--- src/rtl/mac_wl_pkg.sv ---
// Shared types and default constants for the MAC array word-line interface.
package mac_wl_pkg;

  localparam int WL_ADDR_W      = 5;
  localparam int WL_DATA_W      = 8;
  localparam int WL_CNT_W       = 8;
  localparam int WL_SETTLE_DEF  = 4;
  localparam int WL_PULSE_DEF   = 10;
  localparam int WL_TIMEOUT_DEF = 255;

  typedef enum logic [2:0] {
    ST_IDLE    = 3'd0,
    ST_PRECHG  = 3'd1,
    ST_ARMED   = 3'd2,
    ST_DECODE  = 3'd3,
    ST_READY   = 3'd4,
    ST_PULSE   = 3'd5,
    ST_RECOVER = 3'd6
  } wl_state_e;

endpackage

--- src/rtl/mac_wl_array_if_decoder.sv ---
// Registered row-address to one-hot word-line select; clear wins over load.
module wl_onehot_decoder #(
  parameter int ADDR_W = 5
) (
  input  logic                     sys_clk,
  input  logic                     sys_rst_n,
  input  logic                     clr,
  input  logic                     load,
  input  logic [ADDR_W-1:0]        addr,
  output logic [(1<<ADDR_W)-1:0]   sel
);

  localparam int ROWS = 1 << ADDR_W;
  localparam logic [ROWS-1:0] ONE = ROWS'(1);

  always_ff @(posedge sys_clk or negedge sys_rst_n) begin
    if (!sys_rst_n)  sel <= '0;
    else if (clr)    sel <= '0;
    else if (load)   sel <= ONE << addr;
  end

endmodule

--- src/rtl/mac_wl_array_if.sv ---
// Array-side word-line responder: DAC load, discharge, row decode and timed WL pulse.
//   state   | meaning
//   IDLE    | no operation in progress
//   PRECHG  | word lines discharged for SETTLE_CYC cycles
//   ARMED   | waiting for an address op, times out to IDLE
//   DECODE  | row select settling for SETTLE_CYC cycles
//   READY   | decoded, waiting for assert or re-address
//   PULSE   | word line driven for PULSE_CYC cycles
//   RECOVER | drive and select dropped, completion strobe issued
module mac_wl_array_if
  import mac_wl_pkg::*;
#(
  parameter int ADDR_W      = WL_ADDR_W,
  parameter int DATA_W      = WL_DATA_W,
  parameter int SETTLE_CYC  = WL_SETTLE_DEF,
  parameter int PULSE_CYC   = WL_PULSE_DEF,
  parameter int ARM_TIMEOUT = WL_TIMEOUT_DEF
) (
  input  logic                   sys_clk,
  input  logic                   sys_rst_n,
  input  logic [DATA_W-1:0]      wl_digital_vol,
  input  logic                   wl_dac_lock_en,
  input  logic [ADDR_W-1:0]      wl_addr,
  input  logic                   wl_pre_op_en,
  input  logic                   wl_addr_op_en,
  input  logic                   wl_assert_en,
  output logic [DATA_W-1:0]      dac_code,
  output logic                   dac_load,
  output logic                   wl_discharge,
  output logic [(1<<ADDR_W)-1:0] wl_sel,
  output logic                   wl_drive,
  output logic                   wl_over,
  output logic                   busy,
  output logic                   err_seq
);

  localparam logic [WL_CNT_W-1:0] SETTLE_L  = WL_CNT_W'(SETTLE_CYC);
  localparam logic [WL_CNT_W-1:0] PULSE_L   = WL_CNT_W'(PULSE_CYC);
  localparam logic [WL_CNT_W-1:0] TIMEOUT_L = WL_CNT_W'(ARM_TIMEOUT);

  wl_state_e             state_q, state_d;
  logic [WL_CNT_W-1:0]   cnt_q, cnt_d;
  logic                  err_d;
  logic                  dec_load;
  logic                  dec_clr;
  logic                  lock_ok;

  assign lock_ok = wl_dac_lock_en && (state_q != ST_PULSE);

  always_comb begin
    state_d  = state_q;
    err_d    = 1'b0;
    dec_load = 1'b0;
    cnt_d    = (cnt_q != '0) ? cnt_q - 1'b1 : '0;

    if (wl_dac_lock_en && state_q == ST_PULSE) err_d = 1'b1;

    if (wl_pre_op_en) begin
      state_d = ST_PRECHG;
      if (state_q == ST_PULSE) err_d = 1'b1;
    end else begin
      case (state_q)
        ST_IDLE:   state_d = ST_IDLE;
        ST_PRECHG: if (cnt_q == 8'd1) state_d = ST_ARMED;
        ST_ARMED: begin
          if (wl_addr_op_en) begin
            state_d  = ST_DECODE;
            dec_load = 1'b1;
          end else begin
            if (wl_assert_en) err_d = 1'b1;
            if (cnt_q == 8'd1) state_d = ST_IDLE;
          end
        end
        ST_DECODE: begin
          if (wl_assert_en) err_d = 1'b1;
          if (cnt_q == 8'd1) state_d = ST_READY;
        end
        ST_READY: begin
          if (wl_addr_op_en) begin
            state_d  = ST_DECODE;
            dec_load = 1'b1;
          end else if (wl_assert_en) begin
            state_d = ST_PULSE;
          end
        end
        ST_PULSE:   if (cnt_q == 8'd1) state_d = ST_RECOVER;
        ST_RECOVER: state_d = ST_ARMED;
        default:    state_d = ST_IDLE;
      endcase
    end

    // Timers reload on every entry, including a pre-op restart of PRECHG.
    if (state_d != state_q || wl_pre_op_en) begin
      case (state_d)
        ST_PRECHG, ST_DECODE: cnt_d = SETTLE_L;
        ST_PULSE:             cnt_d = PULSE_L;
        ST_ARMED:             cnt_d = TIMEOUT_L;
        default:              cnt_d = '0;
      endcase
    end
  end

  assign dec_clr = !(state_d inside {ST_DECODE, ST_READY, ST_PULSE});

  always_ff @(posedge sys_clk or negedge sys_rst_n) begin
    if (!sys_rst_n) begin
      state_q      <= ST_IDLE;
      cnt_q        <= '0;
      dac_code     <= '0;
      dac_load     <= 1'b0;
      wl_discharge <= 1'b0;
      wl_drive     <= 1'b0;
      wl_over      <= 1'b0;
      busy         <= 1'b0;
      err_seq      <= 1'b0;
    end else begin
      state_q      <= state_d;
      cnt_q        <= cnt_d;
      dac_load     <= lock_ok;
      if (lock_ok) dac_code <= wl_digital_vol;
      wl_discharge <= (state_d == ST_PRECHG);
      wl_drive     <= (state_d == ST_PULSE);
      wl_over      <= (state_d == ST_RECOVER);
      busy         <= (state_d != ST_IDLE);
      err_seq      <= err_d;
    end
  end

  wl_onehot_decoder #(.ADDR_W(ADDR_W)) u_dec (
    .sys_clk   (sys_clk),
    .sys_rst_n (sys_rst_n),
    .clr       (dec_clr),
    .load      (dec_load),
    .addr      (wl_addr),
    .sel       (wl_sel)
  );

endmodule

--- config.mk ---
export PLATFORM = sky130hd
export DESIGN_NAME = mac_wl_array_if
export DESIGN_NICKNAME = d
export VERILOG_FILES = /design/src/rtl/mac_wl_pkg.sv /design/src/rtl/mac_wl_array_if_decoder.sv /design/src/rtl/mac_wl_array_if.sv
export SDC_FILE = /design/constraint.sdc
export NUM_CORES = 1
export LEC_CHECK = 0
export CAP_MARGIN = 20
export CORE_ASPECT_RATIO = 1.25
export CORE_MARGIN = 5
export CORE_UTILIZATION = 40
export DETAILED_ROUTE_END_ITERATION = 8
export GPL_ROUTABILITY_DRIVEN = 1
export PLACE_DENSITY = 0.72
export SLEW_MARGIN = 20
export SYNTH_ARGS = -nofsm -noshare
export SYNTH_HDL_FRONTEND = slang
export SYNTH_SLANG_ARGS = --single-unit
--- constraint.sdc ---
create_clock -name sys_clk -period 5.3 [get_ports sys_clk]
set_input_delay 1.325 -clock sys_clk [delete_from_list [all_inputs] [get_ports sys_clk]]
set_output_delay 1.325 -clock sys_clk [all_outputs]
set_load 0.01 [all_outputs]
==> summary.md <==
| Metric | Value |
|---|---|
| Final WS setup | 2.31 ns |
| Min Tclk post-route | approximately 3.0 ns |
| CP Launch Type | input port |
| Share of cells above drive strength 1 | between 10% and 20% |
| TritonRoute pass-1 iters | 4 |
| Hold Crit Class | flip-flop to flip-flop |
| Starting Density | ~40% |
| Worst EP arrival | around 3.2 ns |
| CTS Hold Bufs | 0 |
| Total global-route track usage | approximately 16% |
| Max rail drop VDD | around 0.00019 V |
| Synth top area share | about half |
| Global-route wire length before repair | 11100 µm |
| Hold Violations, Final | 0 |
| Placeable Area | ~6800 µm² |
| Rows | 34 |
| Placer Congestion | 0.871 |
| Clock-pin slew on the worst setup and hold paths | 0.06 ns |
| Sum of negative setup slack | 0 ns |
| Place WS | ~2 ns |
| Mapped Cells | roughly 280 |
| Post-DP HPWL | around 4500 µm |
| Synthesized Nets | 300 |
| CTS Buffer Depth | 2 |
| Synth area leaders | dfrtp_1 51%, a21oi_1 6.5%, nor3_1 6.0% |
| Max frequency | between 300 and 400 MHz |
| Fin crit share | around 56% |
| Initial DRC Count | 118 |
| Num ports | 65 |
| Post-synth ARST share | 100% |
| Top_reg_cell synth | dfrtp_1 |
| Die span in y | roughly 100 µm |
| Synth top cells by count | 57 x dfrtp_1, 36 x a21oi_1, 33 x nor3_1 |
| NumNets Final | 361 |
| Leak | 0.00143 µW |
| Routed Wire Length | roughly 6500 µm |
| Clk root buf | clkbuf_8 |
| Synth Cell Area | around 2800 µm² |
| CP Capture Type | flip-flop |
| Placed Cells | between 400 and 500 |
| RSZ-0062 raised after global routing | false |
| Final setup viols | 0 |
| Most frequent cell after synthesis | dfrtp_1 |
| Post-CTS Setup Inserts | 0 |
| Register area share after synthesis | approximately half |
| Yosys Warn Count | 0 |
| Status | complete, no violations |
| Pwr per Cell Area | about 360 nW/µm² |
| Syn-to-layout area delta | 32.2% |
| Max-slew violations | 0 |
| WL/cell | between 15 and 20 µm |
| Vias in the first global route | 2326 |
| Clock sinks | 57 |
| Post-synth EDFFs | 0 |
| Worst reg-to-reg setup slack | 3.04 ns |
| DRC | 0 |
| Largest net degree at the start of global routing | 65 |
| Routed via count | about 2300 |
| CTS tree | yes |
| Clk_lat worst skew | approximately 0.33 ns |
| # port buffers | between 60 and 70 |
| DIE AREA | 8700 µm² |
| H-Tree Depth | 3 |
| Fin cells | about 430 |
| Number of buffers created by CTS | 9 |
| Initial antenna violation count | 0 |
| Max-cap violations | 0 |
| Relative slew margins | between 50% and 60% |
| Worst EP required | approximately 5.6 ns |
| Final Core Density | a little over half |
| Least-Margin Pin Slew | 0.717 ns |
| Leading area contributor after synthesis | dfrtp_1 |
| #FFs+latches synth | 57 |
| Die outline width | 84.5 µm |
| Setup CP Type | input port to flip-flop |
| Skew final | 0.00510 ns |
| Post-DR vias/cell | 5.28 |
| Inserted Diodes | 0 |
| Distinct cells, synth | 47 |
| Gates resized, CTS repair | 0 |
| Post-route ant nets | 0 |
| Overflow after GRT | 0 |
| CP max FO | 32 |
| Avg Cell Area, Syn | between 9 and 10 µm² |
## registers in the layout (all words and copies together) (netlist names)
| name | flops |
|---|---|
| u_dec.sel | 32 |
| cnt_q | 8 |
| dac_code | 8 |
| state_q | 3 |
| busy | 1 |
| dac_load | 1 |
| err_seq | 1 |
| wl_discharge | 1 |
| wl_drive | 1 |
| wl_over | 1 |
## worst max-delay path, stage by stage
cell and delay, ns:
clkdlybuf4s50_1 0.52, maj3_1 0.41, nand3_2 0.11, o311ai_4 0.17, a211o_4 0.54, nor2_1 0.17
## cells by family (layout without fill, tap and decap cells)
logic type               Yosys count  after routing  synth area share, %
adder cells (fa/ha/maj)            4              4                 1.72
AND/OR/NAND/NOR                  114            114                 22.0
AO/OA/AOI/OAI                     62             62                 14.3
multiplexers                      11             11                 4.33
buffers and inverters             24             89                 4.33
XOR/XNOR                           6              6                 1.90
flip-flops                        57             57                 51.5
## cell usage in the layout (no fill, tap or decap), types with 2 or more instances in the layout
cell type / n
nand3b_1: 4
nand3_2: 2
inv_1: 8
a221oi_1: 2
nor2b_1: 3
a211oi_1: 3
nand2_1: 9
mux2_2: 8
nor2_2: 10
xor2_1: 5
o32ai_1: 2
or3_1: 5
clkdlybuf4s50_1: 63
o21ai_0: 7
or2_2: 2
ha_1: 3
clkbuf_8: 13
dfrtp_1: 57
nor3_1: 33
nand2b_1: 4
nand4_1: 3
buf_4: 2
mux2i_1: 3
nor2_1: 28
a21oi_1: 36
and2_1: 2
nand3_1: 4
## stage by stage
stage / area, µm² / power, µW / hold slack, ns
floorplan: 2770 / 791 / 0.479
global placement: 3450 / 890 / 0.488
detailed placement: 3450 / 896 / 0.496
CTS: 3660 / 1340 / 0.510
global route: 3660 / 1400 / 0.535
finish: 3660 / 1320 / 0.503
## area by class of cell
| type | instances | area (µm²) |
|---|---|---|
| inverter | 8 | 30.0 |
| tap | 90 | 113 |
| timing repair buffer | 66 | 651 |
| clock buffer | 13 | 179 |
| clock inverter | 2 | 35.0 |
| fill | 623 | 3190 |
| sequential | 57 | 1430 |
| multi-input combinational | 197 | 1230 |
## power by group
group          internal [µW]  total [µW]  switching [µW]
Sequential               480         532            52.7
Combinational            153         355             202
Clock                    265         433             168
## path summary, 6_finish.rpt
check                                   startpoint                   endpoint  cells after the start
setup / recovery                     wl_addr_op_en  u_dec.sel[14]$_DFFE_PN0P_                      6
hold / removal             dac_code[3]$_DFFE_PN0P_    dac_code[3]$_DFFE_PN0P_                      1
setup reg to reg                cnt_q[4]$_DFF_PN0_  u_dec.sel[14]$_DFFE_PN0P_                      5
hold reg to reg            dac_code[3]$_DFFE_PN0P_    dac_code[3]$_DFFE_PN0P_                      1
max in group asynchronous                sys_rst_n    dac_code[3]$_DFFE_PN0P_                      2
min in group asynchronous                sys_rst_n   u_dec.sel[4]$_DFFE_PN0P_                      2
## routing by layer
metal	vias to the layer above	wire, µm	GRT usage (%)	share of wire [%]
met1	1101	2870	19.8	44
met3	8	403	5.12	6.2
met2	72	3180	27.0	49
met4	0	97	6.58	1.5
met5	-	0	0	0
li1	1105	-	-	-
No activity file was read; power rests on OpenSTA's default activity.
